--- src/rtl/hdmi_clk_switch_ctrl_pkg.sv ---
// Shared encodings for the HDMI pixel-clock switch sequencer.
package hdmi_clk_switch_ctrl_pkg;

    typedef enum logic [2:0] {
        ST_BOOT     = 3'd0,
        ST_RUN      = 3'd1,
        ST_DEBOUNCE = 3'd2,
        ST_HOLD     = 3'd3,
        ST_SWITCH   = 3'd4,
        ST_SETTLE   = 3'd5,
        ST_WAIT_CFG = 3'd6
    } sw_state_e;

    localparam logic SEL_MAIN = 1'b0;
    localparam logic SEL_SUB  = 1'b1;

endpackage

--- src/rtl/cdc_sync_bit.sv ---
// Multi-flop single-bit synchroniser with synchronous active-low clear.
module cdc_sync_bit #(
    parameter int unsigned SYNC_STAGES = 2
) (
    input  logic SYS_CLK_i,
    input  logic nRST_i,
    input  logic d_i,
    output logic q_o
);

    logic [SYNC_STAGES-1:0] sync_q;

    always_ff @(posedge SYS_CLK_i) begin
        if (!nRST_i) begin
            sync_q <= '0;
        end else begin
            sync_q <= {sync_q[SYNC_STAGES-2:0], d_i};
        end
    end

    assign q_o = sync_q[SYNC_STAGES-1];

endmodule

--- src/rtl/hdmi_clk_switch_ctrl.sv ---
// Sequences glitch-safe HDMI pixel-clock mux changes: debounce, hold reset, flip, settle,
// wait for clock-generator config done, release reset.
module hdmi_clk_switch_ctrl
    import hdmi_clk_switch_ctrl_pkg::*;
#(
    parameter int unsigned SYNC_STAGES  = 2,
    parameter int unsigned CNT_W        = 20,
    parameter int unsigned DEBOUNCE_CYC = 1024,
    parameter int unsigned HOLD_CYC     = 64,
    parameter int unsigned SETTLE_CYC   = 256,
    parameter int unsigned TIMEOUT_CYC  = 2**20 - 1
) (
    input  logic SYS_CLK_i,
    input  logic nRST_i,
    input  logic clk_sel_req_i,
    input  logic Si_cfg_done_i,
    output logic HDMI_CLK_sel_o,
    output logic HDMI_hold_nRST_o,
    output logic switching_o,
    output logic timeout_o
);

    localparam logic [CNT_W-1:0] DebLoad     = CNT_W'(DEBOUNCE_CYC);
    localparam logic [CNT_W-1:0] HoldLoad    = CNT_W'(HOLD_CYC);
    localparam logic [CNT_W-1:0] SettleLoad  = CNT_W'(SETTLE_CYC);
    localparam logic [CNT_W-1:0] TimeoutLoad = CNT_W'(TIMEOUT_CYC);

    logic req_s;
    logic cfg_s;

    cdc_sync_bit #(.SYNC_STAGES(SYNC_STAGES)) u_sync_req (
        .SYS_CLK_i (SYS_CLK_i),
        .nRST_i    (nRST_i),
        .d_i       (clk_sel_req_i),
        .q_o       (req_s)
    );

    cdc_sync_bit #(.SYNC_STAGES(SYNC_STAGES)) u_sync_cfg (
        .SYS_CLK_i (SYS_CLK_i),
        .nRST_i    (nRST_i),
        .d_i       (Si_cfg_done_i),
        .q_o       (cfg_s)
    );

    sw_state_e        state_q, state_d;
    logic [CNT_W-1:0] cnt_q, cnt_d;
    logic             sel_q, sel_d;
    logic             hold_q, hold_d;
    logic             sw_q, sw_d;
    logic             to_q, to_d;

    always_comb begin
        state_d = state_q;
        cnt_d   = (cnt_q != '0) ? cnt_q - 1'b1 : '0;
        sel_d   = sel_q;
        to_d    = to_q;

        case (state_q)
            ST_BOOT: begin
                sel_d = req_s;
                if (cfg_s) begin
                    state_d = ST_SETTLE;
                    cnt_d   = SettleLoad;
                end
            end
            ST_RUN: begin
                // Loss of config done takes priority: the clock is no longer trusted.
                if (!cfg_s) begin
                    state_d = ST_HOLD;
                    cnt_d   = HoldLoad;
                end else if (req_s != sel_q) begin
                    state_d = ST_DEBOUNCE;
                    cnt_d   = DebLoad;
                end
            end
            ST_DEBOUNCE: begin
                // With a 1-bit request any change here means it went back to the current select.
                if (req_s == sel_q) begin
                    state_d = ST_RUN;
                end else if (cnt_q == '0) begin
                    state_d = ST_HOLD;
                    cnt_d   = HoldLoad;
                end
            end
            ST_HOLD: begin
                if (cnt_q == '0) begin
                    state_d = ST_SWITCH;
                end
            end
            ST_SWITCH: begin
                sel_d   = req_s;
                state_d = ST_SETTLE;
                cnt_d   = SettleLoad;
            end
            ST_SETTLE: begin
                if (cnt_q == '0) begin
                    state_d = ST_WAIT_CFG;
                    cnt_d   = TimeoutLoad;
                end
            end
            ST_WAIT_CFG: begin
                if (cfg_s) begin
                    state_d = ST_RUN;
                end else if (cnt_q == '0) begin
                    to_d    = 1'b1;
                    state_d = ST_HOLD;
                    cnt_d   = HoldLoad;
                end
            end
            default: begin
                state_d = ST_BOOT;
                cnt_d   = '0;
            end
        endcase

        // Registered so the HDMI async reset never sees decode glitches.
        hold_d = (state_d == ST_RUN) || (state_d == ST_DEBOUNCE);
        sw_d   = (state_d != ST_RUN);
    end

    always_ff @(posedge SYS_CLK_i) begin
        if (!nRST_i) begin
            state_q <= ST_BOOT;
            cnt_q   <= '0;
            sel_q   <= SEL_MAIN;
            hold_q  <= 1'b0;
            sw_q    <= 1'b1;
            to_q    <= 1'b0;
        end else begin
            state_q <= state_d;
            cnt_q   <= cnt_d;
            sel_q   <= sel_d;
            hold_q  <= hold_d;
            sw_q    <= sw_d;
            to_q    <= to_d;
        end
    end

    assign HDMI_CLK_sel_o   = sel_q;
    assign HDMI_hold_nRST_o = hold_q;
    assign switching_o      = sw_q;
    assign timeout_o        = to_q;

endmodule

--- config.mk ---
export PLATFORM = sky130hd
export DESIGN_NAME = hdmi_clk_switch_ctrl
export DESIGN_NICKNAME = d
export VERILOG_FILES = /design/src/rtl/hdmi_clk_switch_ctrl_pkg.sv /design/src/rtl/cdc_sync_bit.sv /design/src/rtl/hdmi_clk_switch_ctrl.sv
export SDC_FILE = /design/constraint.sdc
export NUM_CORES = 1
export LEC_CHECK = 0
export CAP_MARGIN = 20
export CORE_ASPECT_RATIO = 1.1
export CORE_MARGIN = 10
export CORE_UTILIZATION = 58
export CTS_CLUSTER_SIZE = 12
export DETAILED_ROUTE_END_ITERATION = 12
export PLACE_DENSITY = 0.85
export SYNTH_ARGS = -nofsm -noshare
export SYNTH_HDL_FRONTEND = slang
export SYNTH_SLANG_ARGS = --single-unit
--- constraint.sdc ---
create_clock -name SYS_CLK_i -period 2.6 [get_ports SYS_CLK_i]
set_clock_uncertainty 0.2 [all_clocks]
set_input_delay 0.26 -clock SYS_CLK_i [delete_from_list [all_inputs] [get_ports SYS_CLK_i]]
set_output_delay 0.26 -clock SYS_CLK_i [all_outputs]
set_load 0.03 [all_outputs]
==> results_dict.tcl <==
set metrics [dict create \
    p_seq_share_pct 32.9 \
    synth_top_area_share_pct 38.6 \
    clock_sinks 31 \
    synth_commonest_cells "dfxtp_1, nor2_1, a21oi_1" \
    setup_viol 0 \
    clock_latency_ns 0.33 \
    switching_share_pct 45.2 \
    antenna_found_initial 0 \
    clock.fmax_mhz 406 \
    ant_nets 0 \
    synthArstFlopShare_pct 0 \
    fin_crit_sh_pct 94.6 \
    yosysTopAreaCell "dfxtp_1" \
    seq_area_frac_synth_pct 38.6 \
    hpwl_um 2620 \
    rsz0062_at_grt "false" \
    grt-ovfl-total 0 \
    placed_cells 228 \
    crit_chain "or4_4, or3_1, or2_4, a211oi_2, a21oi_1, a311oi_2" \
    grt_pass1_vias 1451 \
    start_util_pct 62.7 \
    viasPerCell 6.40 \
    clockRootBuffer "clkbuf_4" \
    ys_ff_latch 31 \
    io_pins 8 \
    hold_buffers 0 \
    synth_ff_type "dfxtp_1" \
    grt_max_degree 22 \
    max_stage_delay_ns 0.56 \
    synth_top_family_by_area "simple AND/OR/NAND/NOR gates" \
    n_fill_cell 204 \
    cp.required_ns 2.66 \
    synth.most_common_cell "dfxtp_1" \
    comb_power_share_pct 56.2 \
    min_period_ns 2.46 \
    internal_power_w 0.00126 \
    gp_congestion 0.886 \
    p_sw_w 0.00104 \
    cp.arrival_ns 2.52 \
    p_leak_nw 0.659 \
    synth-xor-area-share_pct 6.53 \
    start_kind "flip-flop" \
    synthSimpleGateAreaFrac_pct 28.1 \
    die_h_um 75.2 \
    first_pass_iters 4 \
    timing_worst_setup_path_type "reg2reg" \
    synth_edf_count 0 \
    wl_per_cell_um 16.0 \
    syn_area_per_cell_um2 8.25 \
    slew_violations 0 \
    cts_tree "yes" \
    multi_input_area_um2 942 \
    ff_latch_area_um2 621 \
    crit_slowest_cell "or4_4" \
    clockPowerShare_pct 10.9 \
    dieWidth_um 70.2 \
    ys_top_cells_by_area "dfxtp_1, a21oi_1, nor2_1, nand2_1, o21ai_0" \
    num_antenna_cells 0 \
    cts.path.max_buffers 2 \
    grt_usage_pct 15.0 \
    final-hold-violation-count 0 \
    die_area_mm2 0.00528 \
    relSlewSlack_pct 59.1 \
    fp.coreArea_mm2 0.00257 \
    tightest_slew_ns 0.609 \
    drive_gt1_share_pct 11.3 \
    vdd_drop_max_mv 0.863 \
    path_clk_slew_ns 0.09 \
    crit_fanout 6 \
    cts_buffers 5 \
    place_area_mm2 0.00171 \
    stdcell_count 234 \
    num_vias 1497 \
    final_area_mm2 0.00177 \
    synth_compound_area_share_pct 22.1 \
    synth_adder_area_share_pct 0.778 \
    endpoint_kind "flip-flop" \
    power_density_mw_per_mm2 1300 \
    setup_tns_ns 0 \
    timing.max_cap.violations 0 \
    drc_errors 0 \
    grt_pass1_wl_um 6460 \
    drtIter0Drc 155 \
    routed_wl_um 3740 \
    hold_path_class "reg2reg" \
    synthToLayoutAreaGrowth_pct 10.2 \
    netlist_area_mm2 0.00161 \
    muxShareOfSynthArea_pct 0 \
    nNetsFinal 209 \
    syn_nets 200 \
    synthDistinctLibCells 50 \
    htree_levels 2 \
    numPortBuffers 7 \
    syn_inst 195 \
    rows 19 \
    outcome "finished, final reports clean" \
    yosys_warnings 0 \
]
[flip-flops by register name, indices dropped and copies added (netlist names)]
register	cells
cnt_q	20
state_q	3
u_sync_cfg.sync_q	2
u_sync_req.sync_q	2
HDMI_CLK_sel_o	1
HDMI_hold_nRST_o	1
switching_o	1
timeout_o	1
[power by group through the flow]
| stage | logic, W | clock network (W) | registers [W] |
|---|---|---|---|
| after global placement | 0.00117 | 0 | 0.000750 |
| final | 0.00129 | 0.000251 | 0.000758 |
| after global routing | 0.00142 | 0.000271 | 0.000780 |
| after floorplan | 0.000952 | 0 | 0.000715 |
| after CTS | 0.00125 | 0.000262 | 0.000750 |
| after detailed placement | 0.00123 | 0 | 0.000759 |
[per-layer routing]
metal  up-vias  track usage (%)  part of all wire, %
li1        731                -                    -
met1       700             15.5                   42
met2        56             25.8                   49
met3        10             5.12                  6.5
met4         0             9.65                  2.4
met5         -                0                    0
[cell type report]
type                       count  area share, %
multi-input combinational    149           53.1
sequential                    31           35.0
timing repair buffer          13           6.49
clock buffer                   6           2.33
tap                           31           2.19
inverter                       4          0.847
[path summary, 6_finish.rpt]
kind | from | slack (ns) | end | cells after the start
max | cnt_q[2] | 0.14 | cnt_q[19] | 6
min | u_sync_req.sync_q[0] | 0.24 | u_sync_req.sync_q[1] | 1
max reg2reg | cnt_q[2] | 0.14 | cnt_q[19] | 6
min reg2reg | u_sync_req.sync_q[0] | 0.24 | u_sync_req.sync_q[1] | 1
[timing repair]
item / CTS / global route
cloned: 0 / 0
setup buffers: 0 / 0
resized for setup: 1 / 3
setup endpoints to repair: 1 / 19
[through the flow]
step	util [%]	total power (W)	worst slack [ns]	hold WS, ns
6_report	69.1	0.00230	0.139	0.242
5_1_grt	69.1	0.00247	0.0258	0.260
4_1_cts	68.6	0.00226	0.0717	0.246
3_5_place_dp	66.8	0.00199	-0.0245	0.223
3_3_place_gp	66.8	0.00192	0.203	0.219
2_1_floorplan	-	0.00167	0.255	0.182
[cell families (layout without fill, tap and decap cells)]
kind of cell               after synthesis  in the layout
AOI/OAI and AO/OA                       54             54
and+or+nand+nor                         82             82
DFF                                     31             31
adders and majority gates                1              1
buffers and inverters                   15             23
xor gates and xnor gates                12             12
[critical path: cells and delay by family, from the launching register on]
family | cells | cell delay, ns
AO/OA/AOI/OAI | 3 | 0.58
AND/OR/NAND/NOR | 3 | 1.23
flip-flops | 1 | 0.38
[cells in the final DEF (no fill, tap or decap), types with 3 or more instances in the layout]
cell | synthesis | routed
o21ai_0 | 11 | 11
dfxtp_1 | 31 | 31
nor3b_1 | 3 | 3
nand2_1 | 15 | 15
a211oi_1 | 3 | 3
nor2b_1 | 3 | 3
nor3_1 | 9 | 9
nor4_1 | 6 | 5
inv_1 | 4 | 4
xor2_1 | 6 | 6
a21oi_1 | 16 | 16
nand2b_1 | 3 | 3
nor2_1 | 17 | 16
buf_4 | 1 | 6
a31oi_1 | 5 | 5
xnor2_1 | 6 | 6
or3_1 | 3 | 3
and2_1 | 6 | 6
clkbuf_4 | 0 | 5
clkdlybuf4s50_1 | 0 | 7
a211o_1 | 3 | 3
(Power assumes the default switching activity.)
